===== config.mk =====
export PLATFORM = sky130hd
export DESIGN_NAME = max_scale_tracker
export DESIGN_NICKNAME = d
export VERILOG_FILES = /design/src/rtl/tender_quant_pkg.sv /design/src/rtl/lead_one_enc.sv /design/src/rtl/max_scale_tracker.sv
export SDC_FILE = /design/constraint.sdc
export NUM_CORES = 1
export LEC_CHECK = 0
export ABC_AREA = 1
export BUFFER_PORTS_ARGS = -buffer_cell sky130_fd_sc_hd__buf_2
export CAP_MARGIN = 30
export CORE_MARGIN = 8
export CORE_UTILIZATION = 55
export DETAILED_ROUTE_END_ITERATION = 10
export PLACE_DENSITY = 0.8
export REMOVE_ABC_BUFFERS = 1
export SLEW_MARGIN = 20
export SYNTH_ARGS = -nofsm -noshare
export SYNTH_HDL_FRONTEND = slang
export SYNTH_SLANG_ARGS = --single-unit

===== constraint.sdc =====
create_clock -name clk -period 3 [get_ports clk]
set_input_delay 0.15 -clock clk [delete_from_list [all_inputs] [get_ports clk]]
set_output_delay 0.15 -clock clk [all_outputs]
set_load 0.1 [all_outputs]

===== src/rtl/tender_quant_pkg.sv =====
// Shared types and helpers for the quantization scale path.
//   max_trk_state_t : FSM states of max_scale_tracker (ACCUM, CALC, OUT)
//   QMAG_LIMIT      : largest signed magnitude for the default 8-bit quant target
//   clog2           : ceiling log2 used for index widths
package tender_quant_pkg;

    typedef enum logic [1:0] {ACCUM, CALC, OUT} max_trk_state_t;

    localparam int QUANT_BITS_DFLT = 8;
    localparam int QMAG_LIMIT      = 2**(QUANT_BITS_DFLT-1) - 1;

    function automatic int clog2(input int v);
        int r;
        r = 0;
        for (int i = 0; i < 31; i++)
            if ((1 << i) < v) r = i + 1;
        return r;
    endfunction

endpackage


===== src/rtl/lead_one_enc.sv =====
// Combinational leading-one (priority) encoder.
//   din  : input word
//   msb  : index of the highest set bit (0 when din is zero)
//   zero : din is all zeros
module lead_one_enc
    import tender_quant_pkg::*;
#(
    parameter int DATA_WIDTH = 16,
    parameter int IDX_W      = clog2(DATA_WIDTH)
) (
    input  logic [DATA_WIDTH-1:0] din,
    output logic [IDX_W-1:0]      msb,
    output logic                  zero
);

    always_comb begin
        msb  = '0;
        // Ascending scan: the last hit is the highest set bit.
        for (int i = 0; i < DATA_WIDTH; i++)
            if (din[i]) msb = IDX_W'(i);
        zero = (din == '0);
    end

endmodule


===== src/rtl/max_scale_tracker.sv =====
// Folds per-row maxima of one channel group into a group max, derives the
// right-shift that fits the max into a signed QUANT_BITS integer, and hands
// {scale_max, scale_shift} to the quantizer over valid/ready.
// Optional: define MAX_SCALE_GRPCNT_EN to add the grp_cnt output.
// Ports:
//   clk, rst              : clock, async active-high reset
//   in_valid/in_ready     : row handshake; in_max row max, in_last closes group
//   scale_valid/ready     : result handshake; scale_max, scale_shift result
//   grp_cnt (optional)    : count of delivered results, wraps at 16 bits
//   row_cnt               : rows folded into the current or last group
module max_scale_tracker
    import tender_quant_pkg::*;
#(
    parameter int DATA_WIDTH = 16,
    parameter int QUANT_BITS = 8,
    parameter int MAX_ROWS   = 64,
    parameter int SHIFT_W    = 5
) (
    input  logic                  clk,
    input  logic                  rst,
    input  logic                  in_valid,
    input  logic [DATA_WIDTH-1:0] in_max,
    input  logic                  in_last,
    output logic                  in_ready,
    output logic                  scale_valid,
    input  logic                  scale_ready,
    output logic [DATA_WIDTH-1:0] scale_max,
    output logic [SHIFT_W-1:0]    scale_shift,
`ifdef MAX_SCALE_GRPCNT_EN
    output logic [15:0]           grp_cnt,
`endif
    output logic [6:0]            row_cnt
);

    localparam int IDX_W = clog2(DATA_WIDTH);
    // A value whose bit length exceeds this needs shifting to fit.
    localparam int MAG_BITS = QUANT_BITS - 1;

    max_trk_state_t state_q, state_d;

    logic [DATA_WIDTH-1:0] acc_q;
    logic                  accept;
    logic                  close_grp;
    logic [IDX_W-1:0]      lead_msb;
    logic                  lead_zero;
    logic [SHIFT_W-1:0]    calc_shift;

    assign in_ready  = (state_q == ACCUM);
    assign accept    = in_valid & in_ready;
    // The row that brings the count to MAX_ROWS closes the group regardless of in_last.
    assign close_grp = in_last | (row_cnt == 7'(MAX_ROWS - 1));

    lead_one_enc #(.DATA_WIDTH(DATA_WIDTH), .IDX_W(IDX_W)) u_lead (
        .din  (acc_q),
        .msb  (lead_msb),
        .zero (lead_zero)
    );

    always_comb begin
        calc_shift = '0;
        if (!lead_zero && (int'(lead_msb) + 1 > MAG_BITS))
            calc_shift = SHIFT_W'(int'(lead_msb) + 1 - MAG_BITS);
    end

    always_ff @(posedge clk or posedge rst) begin
        if (rst) state_q <= ACCUM;
        else     state_q <= state_d;
    end

    always_comb begin
        state_d = state_q;
        unique case (state_q)
            ACCUM:   if (accept && close_grp) state_d = CALC;
            CALC:    state_d = OUT;
            OUT:     if (scale_ready) state_d = ACCUM;
            default: state_d = ACCUM;
        endcase
    end

    always_ff @(posedge clk or posedge rst) begin
        if (rst) begin
            acc_q       <= '0;
            row_cnt     <= '0;
            scale_valid <= 1'b0;
            scale_max   <= '0;
            scale_shift <= '0;
        end else begin
            unique case (state_q)
                ACCUM: if (accept) begin
                    // First row loads directly; ties keep the stored value.
                    acc_q   <= (row_cnt == '0 || in_max > acc_q) ? in_max : acc_q;
                    row_cnt <= row_cnt + 7'd1;
                end
                CALC: begin
                    scale_max   <= acc_q;
                    scale_shift <= calc_shift;
                    scale_valid <= 1'b1;
                end
                OUT: if (scale_ready) begin
                    scale_valid <= 1'b0;
                    row_cnt     <= '0;
                    acc_q       <= '0;
                end
                default: ;
            endcase
        end
    end

`ifdef MAX_SCALE_GRPCNT_EN
    always_ff @(posedge clk or posedge rst) begin
        if (rst)                            grp_cnt <= '0;
        else if (scale_valid && scale_ready) grp_cnt <= grp_cnt + 16'd1;
    end
`endif

endmodule

==> results.ini, run 1 <==
[setup_path]
cp.arrival_ns=2.85
cp.required_ns=3.23
worst-path-max-fanout=6
path_class=reg2reg
crit_path_start_kind=flop
cp-end-kind=flop

[sta]
layout_min_cycle_time_ns=2.62
maxSlewHeadroom_pct=63.1
slew_viol_final=0
worst_pin_slew_ns=0.550
fin_skew_ns=0.00419
hold_viol=0
finalCritPeriodShare_pct=87.3
setup_viol=0
setup_tns_ns=0
clock.fmax_mhz=382
rsz0062_at_grt=false

[synth]
synth_cells=321
synth_edf_count=0
syn_area_per_cell_um2=8.11
ys_seq_area_share_pct=45.2
synth.distinct_cells=29
ys_seq_elements=47
netlist_area_um2=2600
synth_ff_type=dfrtp_1
async_reset_ff_share_pct=100
yosysWarnings=0

[finish]
layout_common_cells=98 x nand2_1, 50 x buf_2, 47 x dfrtp_1, 31 x inv_1, 24 x o21ai_0
diodes=0
seqCellArea_um2=1180
drive_gt1_share_pct=21.1
nFillCells=406
multi_input_area_um2=1250
mostFrequentLayoutCell=nand2_1
num-nets-final=418
syn_to_final_growth_pct=16.7

[drt]
vias=2258
wl_per_cell_um=13.9
ant_nets=0
drt_pre_antenna_iters=4
drc_errors=0
vias_per_cell=5.26
wl_um=5960
drt_iter0_drc=131

[grt]
grt_pass1_wl_um=10300
antenna_found_initial=0
globalRouteOverflowTotal=0
grt_pass1_vias=2254
grt_max_degree=33
grtUsageTotal_pct=17.6

[floorplan]
dieHeight_um=84.8
die_w_um=84.8
io_pins=51
design.core.area_um2=4630
num_rows=25
die_area_um2=7190
start_util_pct=56.2

[run]
drv_cap=0

[place]
dp_hpwl_um=4490
place_congestion=0.827
portBuffers=50

[worst_hold_path]
hold_class=in2reg

[clock_network]
post_cts_buffers=0
cts_max_path_buffers=2
cts_root_buffer=clkbuf_8
clk_latency_ns=0.30
clock-sinks=47
cts.clk_slew.worst_paths_ns=0.08
cts_tree=yes
h-tree-depth=2
numCtsBuffers=5

[run_status]
status=completed

[critical path, stage by stage, from the launching register on]
cell     delay, ns
dfrtp_1       0.39
inv_1         0.12
nand2_1       0.07
nand2_1       0.05
nand2_1       0.06
nand2_1       0.05
nand2_1       0.04
nand2_1       0.05
nand2_1       0.05
nand2_1       0.06
nand2_1       0.05
nand2_1       0.05
nand2_1       0.06
nand2_2       0.07
nand2_4       0.07
ha_1          0.21
xnor2_1       0.20
nor2_1        0.09
a21oi_1       0.14
ha_1          0.25
or2_2         0.30
o21ai_2       0.13
[cell type report]
cell class              instances  area share [%]
flip-flops and latches         47            38.7
repair buffers                 55            9.97
clock buffers                   6            2.39
clock inverters                 1           0.988
multi-input cells             230            41.3
well taps                      54            2.22
inverters                      36            4.45
[cell usage after synthesis (2+ instances only)]
cell	count	area, um^2
nand2_1	98	368
dfrtp_1	47	1180
inv_1	32	120
o21ai_0	24	120
ha_1	22	275
o21ai_1	18	90.1
a21oi_1	16	80.1
nor2_1	15	56.3
nand3_1	10	50.1
clkbuf_1	5	18.8
o21ai_2	5	43.8
nand2_2	4	25.0
nor3_1	4	20.0
inv_2	3	11.3
buf_4	2	15.0
nand2_4	2	22.5
nand4_1	2	12.5
[cells by family (layout without fill, tap and decap cells)]
kind of cell    count (synthesis)  in the layout  share of synthesized area, %
flops                          47             47                          45.2
buf+inv                        44             98                          6.68
xor+xnor                        2              2                         0.673
simple gates                  138            138                          22.2
compound gates                 68             68                          14.7
fa+ha+maj                      22             22                          10.6
[timing repair]
item | in CTS | in global routing
endpoints found under the hold margin | 15 | 0
hold buffers | 1 | 0
resized for setup | 0 | 0
[state kept, by name, summed over array words and instances, names as in the netlist]
name and cells:
acc_q 16, scale_max 16, scale_valid 1, row_cnt 7, state_q 2, scale_shift 5
[metrics by stage]
| step | instances | instance area [um^2] | setup WS, ns | hold slack (ns) | util (%) |
|---|---|---|---|---|---|
| finish | 429 | 3040 | 0.381 | 0.0611 | 65.6 |
| global route | 429 | 3040 | 0.121 | 0.0478 | 65.6 |
| CTS | 429 | 3040 | 0.394 | 0.0444 | 65.6 |
| detailed placement | 421 | 2930 | 0.404 | 0.160 | 63.2 |
| global placement | 420 | 2910 | 0.542 | 0.366 | 62.8 |
| floorplan | 313 | 2560 | 0.0530 | 0.262 | - |
[final timing paths]
kind / from / to / slack [ns] / depth (start not counted)
min: scale_ready / state_q[1] / 0.06 / 2
max: acc_q[3] / scale_shift[4] / 0.38 / 21
min reg2reg: scale_max[7] / scale_max[7] / 0.48 / 2
max in group asynchronous: rst / acc_q[7] / 2.14 / 4
max reg2reg: acc_q[3] / scale_shift[4] / 0.38 / 21
min in group asynchronous: rst / scale_max[11] / 0.37 / 3
[layer usage]
| metal | vias to the layer above | global-route usage [%] | routed length, um |
|---|---|---|---|
| met5 | - | 0 | 0 |
| met1 | 1032 | 21.2 | 2670 |
| met4 | 0 | 8.41 | 135 |
| met2 | 58 | 28.4 | 2860 |
| met3 | 15 | 4.88 | 292 |
| li1 | 1153 | - | - |
Power of run 1 is left out: the tool's default activity adds up to more than one toggle a clock period on the data nets, which glitch-free logic cannot reach.
==> run 2: changes to the inputs <==
--- a/config.mk
+++ b/config.mk
@@ -9,11 +9,13 @@
 export BUFFER_PORTS_ARGS = -buffer_cell sky130_fd_sc_hd__buf_2
 export CAP_MARGIN = 30
 export CORE_MARGIN = 8
-export CORE_UTILIZATION = 55
+export CORE_UTILIZATION = 50
 export DETAILED_ROUTE_END_ITERATION = 10
-export PLACE_DENSITY = 0.8
+export HOLD_SLACK_MARGIN = 0.15
+export PLACE_DENSITY = 0.73
 export REMOVE_ABC_BUFFERS = 1
 export SLEW_MARGIN = 20
 export SYNTH_ARGS = -nofsm -noshare
 export SYNTH_HDL_FRONTEND = slang
+export SYNTH_HIERARCHICAL = 1
 export SYNTH_SLANG_ARGS = --single-unit
==> results.ini, run 2 <==
[finish]
drive_gt1_share_pct=18.2
nFillCells=498
reg.largest.list=acc_q x16, scale_max x16, row_cnt x7
num-nets-final=463
multi_input_area_um2=1340
layout_common_cells=101 x nand2_1, 58 x inv_1, 50 x buf_2, 47 x dfrtp_1, 33 x nor2_1
mostFrequentLayoutCell=nand2_1
seqCellArea_um2=1180
diodes=0
syn_to_final_growth_pct=17.5

[setup_path]
cp.required_ns=3.23
crit_path_start_kind=flop
path_class=reg2reg
crit_slowest_cell=dfrtp_1
path_cells=inv_1, nand2_1, nand2_1, nand2_1, nand2_1, nand2_1, nand2_1, nand2_1, nand2_1, nand2_1, nand2_1, nand2_1, nand2_1, nand2_1, nand2_1, ha_2, xor2_2, nand2_1, nor2_2, nor2_1, ha_1, nor3_4, nand3b_1, o21ai_1
cp_slowest_stage_delay_ns=0.42
cp_common_cell=nand2_1
cp.arrival_ns=2.84
worst-path-max-fanout=5
cp-end-kind=flop

[run]
drv_cap=0

[synth]
netlist_area_um2=2780
synth.distinct_cells=31
synth_area_leaders=dfrtp_1 42%, nand2_1 14%, ha_1 9.5%, inv_1 8.0%, nand3_1 5.8%
yosys-mux-area-fraction_pct=0
synth_fa_ha_area_share_pct=9.46
synth_top_family_by_area=simple AND/OR/NAND/NOR gates
yosysWarnings=6
synth_compound_area_share_pct=8.01
synth_ff_type=dfrtp_1
yosysTopAreaCell=dfrtp_1
synth_cells=366
async_reset_ff_share_pct=100
synth_edf_count=0
ys_seq_area_share_pct=42.3
synthTopCellsByCount=101 x nand2_1, 59 x inv_1, 47 x dfrtp_1
synthXorXnorAreaFrac_pct=1.53
syn_area_per_cell_um2=7.59
synth_top_area_share_pct=42.3
synth_most_common_cell=nand2_1
ys_seq_elements=47
yosys.area_share.simple_pct=28.4

[clock_network]
numCtsBuffers=5
h-tree-depth=2
clk_latency_ns=0.30
cts_tree=yes
cts.clk_slew.worst_paths_ns=0.09
cts_root_buffer=clkbuf_8
clock-sinks=47
cts_max_path_buffers=2

[floorplan]
die_area_um2=8200
start_util_pct=51.1
dieHeight_um=90.6
design.core.area_um2=5440
io_pins=51
die_w_um=90.6
num_rows=27

[run_status]
status=completed

[sta]
finalCritPeriodShare_pct=87.0
setup_tns_ns=0
rsz0062_at_grt=false
fin_skew_ns=0.0111
setup_viol=0
slew_viol_final=0
maxSlewHeadroom_pct=58.3
hold_viol=0
layout_min_cycle_time_ns=2.61
clock.fmax_mhz=383
worst_pin_slew_ns=0.624

[grt]
grt_pass1_vias=2481
globalRouteOverflowTotal=0
grtUsageTotal_pct=16.3
grt_max_degree=33
antenna_found_initial=0
grt_pass1_wl_um=11200

[drt]
wl_um=6440
ant_nets=0
drt_pre_antenna_iters=4
vias=2462
drc_errors=0
wl_per_cell_um=13.0
vias_per_cell=4.98
drt_iter0_drc=96

[worst_hold_path]
hold_class=in2reg

[place]
dp_hpwl_um=4860
portBuffers=50
place_congestion=0.882

-- run 2: cell types whose count changed in the layout (fill, tap and decap cells not counted), sizes merged, moves of 2 or more --
| cell | before | now |
|---|---|---|
| a21oi | 16 | 13 |
| dlygate4sd3 | 1 | 4 |
| inv | 35 | 63 |
| nand3 | 11 | 32 |
| nor2 | 15 | 35 |
| nor4 | 0 | 3 |
| o21ai | 47 | 23 |
| xor2 | 1 | 3 |
-- run 2: cell families (layout without fill, tap and decap cells) --
kind of cell             after synthesis  count (layout)
XOR/XNOR                               4               4
adder cells (fa/ha/maj)               21              21
AND/OR/NAND/NOR                      181             181
flip-flops                            47              47
AO/OA/AOI/OAI                         41              41
buffers and inverters                 72             128
-- run 2: worst paths after layout --
path / to / cells past startpoint / startpoint / slack (ns)
worst max-delay path: scale_shift[2] / 24 / acc_q[2] / 0.39
max in group asynchronous: scale_max[10] / 4 / rst / 2.15
worst max register to register: scale_shift[2] / 24 / acc_q[2] / 0.39
worst min register to register: scale_shift[1] / 2 / scale_shift[1] / 0.48
min in group asynchronous: row_cnt[1] / 3 / rst / 0.36
worst min-delay path: acc_q[4] / 5 / in_max[4] / 0.17
-- run 2: repair_timing --
item / in CTS / in global routing
hold endpoints to repair: 18 / 0
gates resized for setup: 0 / 4
setup endpoints to repair: 0 / 5
hold buffers: 4 / 0
setup buffers: 0 / 1
-- run 2: critical path: cells and delay by family (launching register included) --
family	cells	cell delay, ns
adders and majority gates	2	0.43
AOI/OAI and AO/OA	1	0.11
buffers and inverters	1	0.08
and+or+nand+nor	19	1.31
DFF	1	0.42
xor gates and xnor gates	1	0.18
-- run 2: cell type report --
cell class | instances | area share [%]
Clock buffer | 7 | 2.34
Clock inverter | 1 | 0.153
Inverter | 63 | 7.24
Multi-Input combinational cell | 247 | 40.9
Sequential cell | 47 | 36.0
Tap cell | 72 | 2.76
Timing Repair Buffer | 57 | 10.6
-- run 2: stage by stage --
step           utilization [%]  worst slack [ns]  cells  instance area, um^2  hold slack [ns]
4_1_cts                   59.6             0.174    493                 3240            0.181
2_1_floorplan                -          -0.00646    357                 2730            0.258
3_3_place_gp              56.5             0.321    479                 3070            0.380
6_report                  60.0             0.391    494                 3270            0.175
3_5_place_dp              57.3             0.207    481                 3120            0.151
5_1_grt                   60.0            0.0534    494                 3270            0.193
-- run 2: metal layers --
metal / track usage, % / vias to the layer above / part of all wire, %
met4: 4.72 / 0 / 1.2
met1: 19.3 / 1139 / 45
met5: 0 / - / 0
met2: 27.5 / 62 / 48
li1: - / 1253 / -
met3: 4.90 / 8 / 6.2
Power of run 2 is left out for the same reason.
